===== src/rtl/ball_controller_if.sv =====
// ball_controller_if: frame tick, serve and paddle inputs plus ball position and goal outputs.
interface ball_controller_if;
    logic        i_timing_tick;
    logic        i_serve;
    logic [10:0] i_y_pad_left;
    logic [10:0] i_y_pad_right;
    logic [10:0] o_x_ball;
    logic [10:0] o_y_ball;
    logic        o_goal_left;
    logic        o_goal_right;
    logic        o_ball_active;
    modport master (
        output i_timing_tick, i_serve, i_y_pad_left, i_y_pad_right,
        input  o_x_ball, o_y_ball, o_goal_left, o_goal_right, o_ball_active
    );
    modport slave (
        input  i_timing_tick, i_serve, i_y_pad_left, i_y_pad_right,
        output o_x_ball, o_y_ball, o_goal_left, o_goal_right, o_ball_active
    );
endinterface


===== src/rtl/ball_controller.sv =====
// ball_controller: Pong ball FSM (IDLE/MOVE/SCORED) with wall, paddle and goal handling.
// Define BALL_SPEEDUP_EN to add one pixel of step per paddle hit, saturating at 2*SPEED.
module ball_controller #(
    parameter int SCREEN_W   = 1024,
    parameter int SCREEN_H   = 768,
    parameter int BALL_SIZE  = 15,
    parameter int X_PAD_L    = 30,
    parameter int X_PAD_R    = 979,
    parameter int PAD_H      = 100,
    parameter int SPEED      = 4,
    parameter int HOLD_TICKS = 60
) (
    input logic clk,
    input logic rst,
    ball_controller_if.slave bus
);
    localparam logic [11:0] BSZ    = 12'(BALL_SIZE);
    localparam logic [11:0] X_MAX  = 12'(SCREEN_W - BALL_SIZE);
    localparam logic [11:0] Y_MAX  = 12'(SCREEN_H - BALL_SIZE);
    localparam logic [11:0] XPL    = 12'(X_PAD_L);
    localparam logic [11:0] XPR    = 12'(X_PAD_R);
    localparam logic [11:0] PADH   = 12'(PAD_H);
    localparam logic [11:0] X_LAST = 12'(SCREEN_W - 1);
    localparam logic [10:0] X_CTR  = 11'((SCREEN_W - BALL_SIZE) / 2);
    localparam logic [10:0] Y_CTR  = 11'((SCREEN_H - BALL_SIZE) / 2);
    localparam int HW = $clog2(HOLD_TICKS + 1);

    typedef enum logic [1:0] {IDLE, MOVE, SCORED} state_t;

    state_t      r_state, w_state_nxt;
    logic [10:0] r_x, r_y, w_x_nxt, w_y_nxt;
    logic        r_dir_r, r_dir_d, r_serve_up, r_goal_l, r_goal_r, r_active;
    logic        w_dir_r_nxt, w_dir_d_nxt;
    logic [HW-1:0] r_hold;
    logic [11:0] w_step, w_x, w_y, w_xl, w_xr, w_yu, w_yd, w_pl, w_pr;
    logic        w_mv, w_srv, w_hold_done, w_ov_l, w_ov_r;
    logic        w_goal_l, w_goal_r, w_hit_l, w_hit_r, w_top, w_bot;

`ifdef BALL_SPEEDUP_EN
    logic [11:0] r_step;
    always_ff @(posedge clk) begin
        if (!rst || w_goal_l || w_goal_r)
            r_step <= 12'(SPEED);
        else if ((w_hit_l || w_hit_r) && r_step < 12'(2 * SPEED))
            r_step <= r_step + 12'd1;
    end
    assign w_step = r_step;
`else
    assign w_step = 12'(SPEED);
`endif

    // Walls and goals test the current position; paddles test the candidate position after the step.
    always_comb begin
        w_x         = {1'b0, r_x};
        w_y         = {1'b0, r_y};
        w_pl        = {1'b0, bus.i_y_pad_left};
        w_pr        = {1'b0, bus.i_y_pad_right};
        w_xl        = w_x - w_step;
        w_xr        = w_x + w_step;
        w_yu        = w_y - w_step;
        w_yd        = w_y + w_step;
        w_mv        = r_state == MOVE && bus.i_timing_tick;
        w_srv       = r_state == IDLE && bus.i_serve;
        w_hold_done = r_hold == HW'(HOLD_TICKS - 1);
        w_ov_l      = w_y + BSZ > w_pl && w_y < w_pl + PADH;
        w_ov_r      = w_y + BSZ > w_pr && w_y < w_pr + PADH;
        w_goal_l    = w_mv && !r_dir_r && w_x < w_step;
        w_goal_r    = w_mv && r_dir_r && w_xr + BSZ > X_LAST;
        w_hit_l     = w_mv && !r_dir_r && !w_goal_l && w_ov_l && w_xl <= XPL && w_xl + w_step + 12'd1 > XPL;
        w_hit_r     = w_mv && r_dir_r && !w_goal_r && w_ov_r && w_xr + BSZ >= XPR && w_xr + BSZ < XPR + w_step + 12'd1;
        w_top       = w_mv && !r_dir_d && w_y <= w_step;
        w_bot       = w_mv && r_dir_d && w_yd >= Y_MAX;
    end

    always_comb begin
        case (r_state)
            IDLE:    w_state_nxt = bus.i_serve ? MOVE : IDLE;
            MOVE:    w_state_nxt = (w_goal_l || w_goal_r) ? SCORED : MOVE;
            SCORED:  w_state_nxt = (bus.i_timing_tick && w_hold_done) ? IDLE : SCORED;
            default: w_state_nxt = IDLE;
        endcase
    end

    // dir_x is left alone after a goal, so it already points at the player who conceded.
    always_comb begin
        w_x_nxt = w_state_nxt == IDLE ? X_CTR : !w_mv ? r_x : w_goal_l ? 11'd0 : w_goal_r ? 11'(X_MAX) :
                  w_hit_l ? 11'(XPL) : w_hit_r ? 11'(XPR - BSZ) : r_dir_r ? 11'(w_xr) : 11'(w_xl);
        w_y_nxt = w_state_nxt == IDLE ? Y_CTR : !w_mv ? r_y : w_top ? 11'd0 : w_bot ? 11'(Y_MAX) :
                  r_dir_d ? 11'(w_yd) : 11'(w_yu);
        w_dir_r_nxt = w_hit_l ? 1'b1 : w_hit_r ? 1'b0 : r_dir_r;
        w_dir_d_nxt = w_srv ? !r_serve_up : w_top ? 1'b1 : w_bot ? 1'b0 : r_dir_d;
    end

    always_ff @(posedge clk) begin
        if (!rst) begin
            r_state    <= IDLE;
            r_x        <= X_CTR;
            r_y        <= Y_CTR;
            r_dir_r    <= 1'b1;
            r_dir_d    <= 1'b1;
            r_serve_up <= 1'b0;
            r_goal_l   <= 1'b0;
            r_goal_r   <= 1'b0;
            r_active   <= 1'b0;
            r_hold     <= '0;
        end else begin
            r_state    <= w_state_nxt;
            r_x        <= w_x_nxt;
            r_y        <= w_y_nxt;
            r_dir_r    <= w_dir_r_nxt;
            r_dir_d    <= w_dir_d_nxt;
            r_serve_up <= r_serve_up ^ w_srv;
            r_goal_l   <= w_goal_l;
            r_goal_r   <= w_goal_r;
            r_active   <= w_state_nxt == MOVE;
            r_hold     <= (r_state == SCORED && bus.i_timing_tick) ? (w_hold_done ? '0 : r_hold + HW'(1)) : r_hold;
        end
    end

    assign bus.o_x_ball      = r_x;
    assign bus.o_y_ball      = r_y;
    assign bus.o_goal_left   = r_goal_l;
    assign bus.o_goal_right  = r_goal_r;
    assign bus.o_ball_active = r_active;
endmodule


===== src/flat_wrapper.sv =====
// flat-port wrapper written by rule: the top's interface ports become plain ports
module ball_controller_flat 
#(
    parameter int SCREEN_W   = 1024,
    parameter int SCREEN_H   = 768,
    parameter int BALL_SIZE  = 15,
    parameter int X_PAD_L    = 30,
    parameter int X_PAD_R    = 979,
    parameter int PAD_H      = 100,
    parameter int SPEED      = 4,
    parameter int HOLD_TICKS = 60
)
  (clk, rst, bus_i_timing_tick, bus_i_serve, bus_i_y_pad_left, bus_i_y_pad_right, bus_o_x_ball, bus_o_y_ball, bus_o_goal_left, bus_o_goal_right, bus_o_ball_active);
  ball_controller_if bus_i ();
  input logic clk;
  input logic rst;
  input wire logic [$bits(bus_i.i_timing_tick)-1:0] bus_i_timing_tick;
  input wire logic [$bits(bus_i.i_serve)-1:0] bus_i_serve;
  input wire logic [$bits(bus_i.i_y_pad_left)-1:0] bus_i_y_pad_left;
  input wire logic [$bits(bus_i.i_y_pad_right)-1:0] bus_i_y_pad_right;
  output wire logic [$bits(bus_i.o_x_ball)-1:0] bus_o_x_ball;
  output wire logic [$bits(bus_i.o_y_ball)-1:0] bus_o_y_ball;
  output wire logic [$bits(bus_i.o_goal_left)-1:0] bus_o_goal_left;
  output wire logic [$bits(bus_i.o_goal_right)-1:0] bus_o_goal_right;
  output wire logic [$bits(bus_i.o_ball_active)-1:0] bus_o_ball_active;
  assign bus_i.i_timing_tick = bus_i_timing_tick;
  assign bus_i.i_serve = bus_i_serve;
  assign bus_i.i_y_pad_left = bus_i_y_pad_left;
  assign bus_i.i_y_pad_right = bus_i_y_pad_right;
  assign bus_o_x_ball = bus_i.o_x_ball;
  assign bus_o_y_ball = bus_i.o_y_ball;
  assign bus_o_goal_left = bus_i.o_goal_left;
  assign bus_o_goal_right = bus_i.o_goal_right;
  assign bus_o_ball_active = bus_i.o_ball_active;
  ball_controller #(.SCREEN_W(SCREEN_W), .SCREEN_H(SCREEN_H), .BALL_SIZE(BALL_SIZE), .X_PAD_L(X_PAD_L), .X_PAD_R(X_PAD_R), .PAD_H(PAD_H), .SPEED(SPEED), .HOLD_TICKS(HOLD_TICKS)) u_core (.clk(clk), .rst(rst), .bus(bus_i));
endmodule

===== config.mk =====
export PLATFORM = sky130hd
export DESIGN_NAME = ball_controller_flat
export DESIGN_NICKNAME = d
export VERILOG_FILES = /design/src/rtl/ball_controller_if.sv /design/src/rtl/ball_controller.sv /design/src/flat_wrapper.sv
export SDC_FILE = /design/constraint.sdc
export NUM_CORES = 1
export LEC_CHECK = 0
export BUFFER_PORTS_ARGS = -buffer_cell sky130_fd_sc_hd__buf_4
export CORE_MARGIN = 2
export CORE_UTILIZATION = 30
export CTS_CLUSTER_SIZE = 24
export DETAILED_ROUTE_END_ITERATION = 7
export PLACE_DENSITY_LB_ADDON = 0.2
export SLEW_MARGIN = 20
export SYNTH_ARGS = -nofsm -noshare
export SYNTH_HDL_FRONTEND = slang
export SYNTH_SLANG_ARGS = --single-unit

===== constraint.sdc =====
create_clock -name clk -period 4 [get_ports clk]
set_input_delay 0 -clock clk [delete_from_list [all_inputs] [get_ports clk]]
set_output_delay 0 -clock clk [all_outputs]
set_load 0.05 [all_outputs]

; Word-level counts from Yosys, hierarchy flattened
; Index checks and enable logic that the tools add are counted.
[word_totals]
in_bits = 26
wordCells = 88
register_bits = 36
output_inout_bits = 25
[op_classes]
bitwise = 2
mux = 16
order_cmp = 12
eq_ne = 4
n_addsub = 11
reduce_logical = 33
[ops]
columns = op, count
row1 = 11-bit 2-to-1 mux, 8
row2 = "11-bit by 3-bit adder with 12-bit output, second input constant", 2
row3 = "11-bit by 7-bit adder with 12-bit output, second input constant", 2
row4 = "12-bit by 10-bit >= comparator with 1-bit output, second input constant", 2
row5 = 12-bit by 11-bit > comparator with 1-bit output, 2
row6 = 11-bit by 12-bit less-than comparator with 1-bit output, 2
row7 = 1-bit logical AND, 22
row8 = "11-bit by 4-bit adder with 12-bit output, second input constant", 1
row9 = "12-bit by 1-bit adder with 12-bit output, second input constant", 1
row10 = "12-bit by 3-bit adder with 12-bit output, second input constant", 1
row11 = "12-bit by 4-bit adder with 12-bit output, second input constant", 1
row12 = "12-bit by 10-bit > comparator with 1-bit output, second input constant", 1
row13 = "12-bit by 5-bit > comparator with 1-bit output, second input constant", 1
row14 = "12-bit by 5-bit less-or-equal comparator with 1-bit output, second input constant", 1
row15 = "12-bit by 10-bit less-than comparator with 1-bit output, second input constant", 1
row16 = "11-bit by 3-bit subtractor with 12-bit output, second input constant", 1
row17 = "11-bit by 3-bit less-or-equal comparator with 1-bit output, second input constant", 1
row18 = "11-bit by 3-bit less-than comparator with 1-bit output, second input constant", 1
row19 = "11-bit by 3-bit subtractor with 11-bit output, second input constant", 1
row20 = "6-bit by 1-bit adder with 6-bit output, second input constant", 1
row21 = "6-bit == test, second input constant", 1
row22 = 6-bit 2-to-1 mux, 1
row23 = 2-bit case mux with 3 select lines, 1
row24 = 1-bit zero test, 5
row25 = 10 further kinds, 17

; Longest topological paths before layout
; Gate-level depths: netlist of the first run.
[logic_depth]
ltp_word = 13
ltp_mapped = 16
mapped_depth_nobuf = 15

; Worst setup path after synthesis of the first run
; Ideal clock, no wire load.
[synth_timing]
kind = flip-flop to flip-flop
start = reg u_core.r_y[2], in the netlist u_core.bus.o_y_ball[2]
end = reg u_core.r_dir_r
arrival_time_ns = 3.583
period_less_slack_ns = 3.720
required_ns = 3.863
stages_incl_launch_ff = 17
setup_slack_ns = 0.280
cell_sequence = dfxtp_1 inv_1 ha_1 a21boi_0 nor2_1 nand3_1 nor2b_1 xor2_1 ha_1 nand2_1 nor4_1 a221oi_2 nand3_1 or4_4 buf_6 a21oi_1 nand2_1
[synth_via]
elab_chain_cells = 7
elab_cells_between_ends = 14
[synth_rtl]
columns = item, line_no
row1 = start: declaration, ball_controller.sv:31  ; logic [10:0] r_x, r_y, w_x_nxt, w_y_nxt;
row2 = start signal: assignment, ball_controller.sv:109  ; r_y <= w_y_nxt;
row3 = 11-bit by 4-bit adder with 12-bit output, "ball_controller.sv:65, ball_controller.sv:66"
row4 = 12-bit by 11-bit > comparator with 1-bit output, ball_controller.sv:65  ; w_ov_l = w_y + BSZ > w_pl && w_y < w_pl + PADH;
row5 = 1-bit logical AND, ball_controller.sv:65
row6 = 1-bit logical AND (3 in series), ball_controller.sv:69  ; w_hit_l = w_mv && !r_dir_r && !w_goal_l && w_ov_l && w_xl <= XPL && w_xl + w_step + 12'd1 > XPL;
row7 = 2-bit OR reduction (no line), n/a
row8 = end signal: assignment, ball_controller.sv:110  ; r_dir_r <= w_dir_r_nxt;
row9 = end: declaration, ball_controller.sv:32  ; logic r_dir_r, r_dir_d, r_serve_up, r_goal_l, r_goal_r, r_active;
; Parallel ways exist; a longest one is shown, timed or not.
; A chain may end at the register's enable or synchronous reset.

; Worst setup path in the final report of the first run
[layout_timing]
start = reg u_core.r_y[3], in the netlist u_core.bus.o_y_ball[3]
end = reg u_core.r_x[4], in the netlist u_core.bus.o_x_ball[4]
[layout_via]
elab_chain_cells = 10
elab_cells_between_ends = 17
[layout_rtl]
columns = item, line_no
row1 = 11-bit by 4-bit adder with 12-bit output, "ball_controller.sv:65, ball_controller.sv:66"
row2 = 12-bit by 11-bit > comparator with 1-bit output, ball_controller.sv:66  ; w_ov_r = w_y + BSZ > w_pr && w_y < w_pr + PADH;
row3 = 1-bit logical AND, ball_controller.sv:66
row4 = 1-bit logical AND (3 in series), ball_controller.sv:70  ; w_hit_r = w_mv && r_dir_r && !w_goal_r && w_ov_r && w_xr + BSZ >= XPR && w_xr + BSZ < XPR + w_step + 12'd1;
row5 = 11-bit 2-to-1 mux, ball_controller.sv:87  ; w_hit_l ? 11'(XPL) : w_hit_r ? 11'(XPR - BSZ) : r_dir_r ? 11'(w_xr) : 11'(w_xl);
row6 = 11-bit 2-to-1 mux *, ball_controller.sv:87
row7 = 11-bit 2-to-1 mux * (2 in series), ball_controller.sv:86  ; w_x_nxt = w_state_nxt == IDLE ? X_CTR : !w_mv ? r_x : w_goal_l ? 11'd0 : w_goal_r ? 11'(X_MAX) :
row8 = end signal: assignment, ball_controller.sv:108  ; r_x <= w_x_nxt;
row9 = end: declaration, ball_controller.sv:31
; Mark *: on every way between the ends. The rest lies on a longest branch, timed or not.

==> flow_summary.toml, run 1 <==
[critical_path]
crit_chain = "inv_1 > ha_1 > a21boi_0 > nor2_1 > nand3_1 > nor2b_1 > xor2_1 > ha_1 > nand4_1 > nor4b_1 > o21ai_0 > nor4bb_1 > o2111ai_1 > o211a_1 > o221ai_1"
required_ns = 4.11
worstPathMaxFanout = 7
slowest_delay_ns = 0.46
critPathCaptureType = "register"
path_common_cell = "ha_1"
cp_data_arrival_time_ns = 3.70
crit_path_start_kind = "register"
crit_path_top_delay_cell = "nor4b_1"
setup.worst_path.class = "reg2reg"

[yosys]
synth_top_area_share = 0.1791
syn_area_per_cell_um2 = 7.635
synthesis.nets = 635
synth_edf_count = 0
yosys-top-cells-area = "ha_1 18%, dfxtp_1 17%, xnor2_1 6.1%"
ys.flop_type = "dfxtp_1"
yosysWarningCount = 0
ys_async_sr_fraction = 0
yosysTopAreaCell = "ha_1"
syn_area_um2 = 4192
ys_types = 80
ys_ff_latch = 35
synthCells = 549
ys_seq_area_frac = 0.1672

[placement]
numPortBuffers = 49
gp_congestion = 0.8910
post_dp_cell_area_um2 = 4737
post-place-ws_ns = 0.4265
dpl.hpwl_um = 9853

[sta]
fmax_mhz = 278.7
slew_viol_final = 0
setup_slack_ns = 0.4113
finalCritPeriodShare = 0.8972
finalClockSkew_ns = 0.005997
min_period_ns = 3.589
hold_viol_final = 0
slew_headroom = 0.4334
rsz0062_at_grt = "false"
tightest_slew_ns = 0.8468
tns_ns = 0
hold-worst-slack_ns = 0.04589
setup_viol = 0

[die]
dieHeight_um = 122.2
die_w_um = 122.2
coreArea_um2 = 13770
start_util = 0.3043
die_area_um2 = 14930
rows = 43
io_pins = 51

[min_path]
hold_path.class = "in2reg"

[grt]
track_usage = 0.1726
first_global_vias = 4159
grt_start_max_net_pins = 24
grt_overflow = 0
antenna_found_initial = 0
grt_pass1_wl_um = 20800

[drt]
antenna_left = 0
vias_per_cell = 5.423
drc = 0
drt_pass1_iterations = 5
wl_per_cell_um = 16.34
drt_wl_total_um = 12630
drtIter0Drc = 272
vias = 4192

[cells_and_area]
stdcell_area_um2 = 4936
areaGrowthSynthToFinish_pct = 17.76
diodes = 0
fin_nets = 678
drive_gt1_frac = 0.1417

[clock_network]
clock-sinks = 35
cts_tree = "built"
cts_root_buffer = "clkbuf_16"
htreeDepth = 2
clk_pin_slew_worst_paths_ns = 0.06
postCtsResizedCells = 0
numCtsBuffers = 5
cts_setup_buffers = 0
cts_buffer_depth = 2
clock_latency_ns = 0.27

[power]
ir_worst_vdd_mv = 0.2458
p_leak_nw = 2.091
power_density_nw_per_um2 = 234.7

[run]
cap_violations = 0

[outcome]
run_status = "completed"
-- timing repair --
action	4_1_cts	5_1_grt
endpoints found under the setup margin	0	0
hold buffers	1	0
endpoints found under the hold margin	1	0
-- critical path: cells and delay by family (launching register included) --
family	cells	cell delay [ns]
fa+ha+maj	2	0.59
compound gates	5	1.11
flops	1	0.31
simple gates	6	1.06
buf+inv	1	0.19
xor+xnor	1	0.16
-- placed cells by master (no fill, tap or decap), drive strengths merged, types with 8 or more instances in the layout --
master and n:
a21oi 34, xor2 11, nand2b 12, xnor2 29
nand3 17, nand4 15, nor2b 8, o21ai 25
nor3 25, nor4 9, inv 37, dfxtp 35
ha 60, nand2 46, buf 63, nor2 37
and2 8
-- state kept, by name (all words and copies together) (netlist names) --
name	cells
u_core.r_dir_r	1
u_core.bus.o_ball_active	1
u_core.bus.o_x_ball	11
u_core.bus.o_goal_left	1
u_core.bus.o_goal_right	1
u_core.r_hold	6
u_core.bus.o_y_ball	10
u_core.r_dir_d	1
u_core.r_state	2
u_core.r_serve_up	1
-- synthesized netlist by cell type, drive strengths merged, types with 9 or more instances --
library cell,n
nand2,46
inv,37
nand2b,12
dfxtp,35
nor2,37
a21oi,34
buf,17
nand4,15
clkbuf,11
o21ai,25
ha,60
nand3,17
xor2,11
nor4,9
nor3,25
xnor2,29
-- where the power goes --
group          switching, mW  leakage, nW  internal (mW)
clock                  0.147       0.0911          0.357
sequential            0.0132        0.284          0.356
combinational          0.166         1.72          0.119
-- cell families after synthesis --
| kind of cell | synth area share |
|---|---|
| and+or+nand+nor | 0.2791 |
| AOI/OAI and AO/OA | 0.2075 |
| buffers and inverters | 0.07045 |
| adders and majority gates | 0.1791 |
| xor gates and xnor gates | 0.08358 |
| DFF | 0.1672 |
| muxes | 0.01224 |
| other | 0.0008947 |
-- final timing paths --
check                                      startpoint                                   to  slack, ns  depth (start not counted)
hold reg to reg          u_core.r_serve_up$_SDFF_PN0_         u_core.r_serve_up$_SDFF_PN0_       0.46                          2
setup / recovery  u_core.bus.o_y_ball[3]$_SDFFE_PP1P_  u_core.bus.o_x_ball[4]$_SDFFE_PP1P_       0.41                         15
setup reg to reg  u_core.bus.o_y_ball[3]$_SDFFE_PP1P_  u_core.bus.o_x_ball[4]$_SDFFE_PP1P_       0.41                         15
hold / removal                      bus_i_timing_tick         u_core.r_state[1]$_SDFF_PN0_       0.05                          4
-- area by class of cell --
class	instances	area [um^2]
clock buffers	6	128.9
clock inverters	2	60.06
fillers	1495	8837
inverters	38	142.6
multi-input cells	448	3196
flip-flops and latches	35	700.7
well taps	180	225.2
repair buffers	64	483.0
-- per-layer routing --
layer,track usage,up-vias,share of wire
li1,-,2102,-
met1,0.2373,1974,0.49
met2,0.2847,100,0.45
met3,0.01732,16,0.037
met4,0.05029,0,0.019
met5,0,-,0
-- per-stage QoR --
stage | utilization | total power [mW] | std cells
3_5_place_dp | 0.3439 | 0.6596 | 764
6_report | 0.3584 | 1.159 | 773
3_3_place_gp | 0.3439 | 0.6563 | 764
5_1_grt | 0.3584 | 1.223 | 773
4_1_cts | 0.3584 | 1.169 | 773
2_1_floorplan | - | 0.5693 | 549
No activity file was read; power rests on OpenSTA's default activity.
==> inputs of run 2 (changes only) <==
--- a/config.mk
+++ b/config.mk
@@ -6,6 +6,8 @@
 export NUM_CORES = 1
 export LEC_CHECK = 0
 export BUFFER_PORTS_ARGS = -buffer_cell sky130_fd_sc_hd__buf_4
+export CELL_PAD_IN_SITES_DETAIL_PLACEMENT = 1
+export CELL_PAD_IN_SITES_GLOBAL_PLACEMENT = 2
 export CORE_MARGIN = 2
 export CORE_UTILIZATION = 30
 export CTS_CLUSTER_SIZE = 24
==> run 2 against run 1 <==
Core utilization shrank 0.29 points. Hold slack lost 0.017 ns. Routed wire length grew 11%. Worst setup slack lost 0.037 ns. First-iteration DRC count shrank 52%. Largest cell class unchanged. Highest routed layer unchanged.
==> flow_summary.toml, run 2 (same netlist as run 1, synthesis figures left out) <==
[die]
dieHeight_um = 122.2
die_w_um = 122.2
start_util = 0.3043
io_pins = 51
die_area_um2 = 14930
rows = 43
coreArea_um2 = 13770

[critical_path]
cp_num_cells = 15
r2r_cells = 15
critPathCaptureType = "register"
crit_path_start = "u_core.bus.o_y_ball[2]$_SDFFE_PP0P_"
worstPathMaxFanout = 7
r2r_start = "u_core.bus.o_y_ball[2]$_SDFFE_PP0P_"
crit_path_top_delay_cell = "o2111ai_1"
path_buf_inv = 1
crit_family = "compound AO/OA/AOI/OAI gates"
crit_path_start_kind = "register"
cp_data_arrival_time_ns = 3.84
slowest_delay_ns = 0.44
required_ns = 4.21
path_common_cell = "ha_1"
setup.worst_path.class = "reg2reg"
crit_chain = "inv_1 > ha_1 > a21boi_0 > nor2_1 > nand3_1 > nor2b_1 > xor2_1 > ha_1 > nand4_1 > nor4b_1 > o21ai_0 > nor4bb_1 > o2111ai_1 > o211a_1 > o221ai_1"

[clock_network]
htreeDepth = 2
cts_tree = "built"
clock_latency_ns = 0.29
numCtsBuffers = 5
clock-sinks = 35
cts_buffer_depth = 2
clk_pin_slew_worst_paths_ns = 0.06
holdBufCountCts = 1
postCtsResizedCells = 0
cts_setup_buffers = 0
cts_root_buffer = "clkbuf_16"

[sta]
setup_slack_ns = 0.3746
fmax_mhz = 275.8
min_period_ns = 3.625
rsz0062_at_grt = "false"
finalClockSkew_ns = 0.008593
slew_headroom = 0.3897
tns_ns = 0
setup_viol = 0
tightest_slew_ns = 0.9120
finalCritPeriodShare = 0.9063
hold_viol_final = 0
slew_viol_final = 0

[power]
ir_worst_vdd_mv = 0.2060
p_leak_nw = 2.069
p_comb_frac = 0.276
p_int_mw = 0.7054
power_density_nw_per_um2 = 214.2
pwr-share-seq = 0.352
switching_share = 0.3274
pwr-share-clk = 0.372
switchingPower_mw = 0.3433

[cells_and_area]
largest_register_ffs = 11
fill_cells = 1728
final_common_cell = "buf_4"
ff_latch_area_um2 = 700.7
drive_gt1_frac = 0.1431
final_cell_mix = "64 x buf_4, 60 x ha_1, 45 x nand2_1"
multi_input_area_um2 = 3196
areaGrowthSynthToFinish_pct = 16.81
diodes = 0
fin_nets = 679

[drt]
vias_per_cell = 5.434
wl_per_cell_um = 18.09
vias = 4206
drt_pass1_iterations = 4
drc = 0
drt_wl_total_um = 14000
antenna_left = 0
drtIter0Drc = 131

[placement]
gp_congestion = 0.8568
numPortBuffers = 49
post-place-ws_ns = 0.3727
dpl.hpwl_um = 11170

[grt]
first_global_vias = 4371
grt_overflow = 0
antenna_found_initial = 0
grt.busiest_layer = "met2"
use_met1 = 0.2676
met2_usage = 0.3285
grt_pass1_wl_um = 22980
grt_start_max_net_pins = 24
met3_usage = 0.02013
track_usage = 0.1947

[run]
cap_violations = 0

[min_path]
min_from = "bus_i_serve"
hold_path.class = "in2reg"
whs_path_depth = 3

[outcome]
run_status = "completed"
## run 2: through the flow
stage | instances | cell area [um^2] | util | power, mW | hold slack [ns]
3_3_place_gp | 765 | 4745 | 0.3445 | 0.6599 | 0.2258
2_1_floorplan | 549 | 4192 | - | 0.5693 | 0.07395
4_1_cts | 774 | 4896 | 0.3555 | 1.065 | 0.02449
3_5_place_dp | 765 | 4745 | 0.3445 | 0.6666 | 0.2322
6_report | 774 | 4896 | 0.3555 | 1.049 | 0.02927
5_1_grt | 774 | 4896 | 0.3555 | 1.111 | 0.06036
## run 2: power by group through the flow
stage                     clock network (mW)  registers [mW]  logic (mW)
after floorplan                            0           0.384       0.185
after global placement                     0           0.376       0.284
after detailed placement                   0           0.376       0.291
after CTS                              0.403           0.368       0.293
after global routing                   0.414           0.370       0.327
final                                  0.391           0.369       0.289
## run 2: area by class of cell
| class | instances | share of cell area |
|---|---|---|
| Timing Repair Buffer | 65 | 0.1002 |
| Tap cell | 180 | 0.04600 |
| Inverter | 38 | 0.02913 |
| Sequential cell | 35 | 0.1431 |
| Multi-Input combinational cell | 448 | 0.6527 |
| Clock buffer | 6 | 0.02632 |
| Clock inverter | 2 | 0.002556 |
## run 2: worst min-delay path: cells and delay by family
family	cells	cell delay, ns
buffers and inverters	1	0.08
muxes	1	0.07
and+or+nand+nor	1	0.11
## run 2: final timing paths
kind | endpoint | slack (ns)
setup / recovery | u_core.bus.o_x_ball[4]$_SDFFE_PP1P_ | 0.37
hold / removal | u_core.r_state[0]$_SDFF_PN0_ | 0.03
setup reg to reg | u_core.bus.o_x_ball[4]$_SDFFE_PP1P_ | 0.37
hold reg to reg | u_core.r_serve_up$_SDFF_PN0_ | 0.48
## run 2: metal layers
layer  vias to the layer above  part of all wire
met1                      2048              0.49
met5                         -                 0
met4                         0             0.011
met3                        12             0.027
met2                        53              0.47
li1                       2093                 -
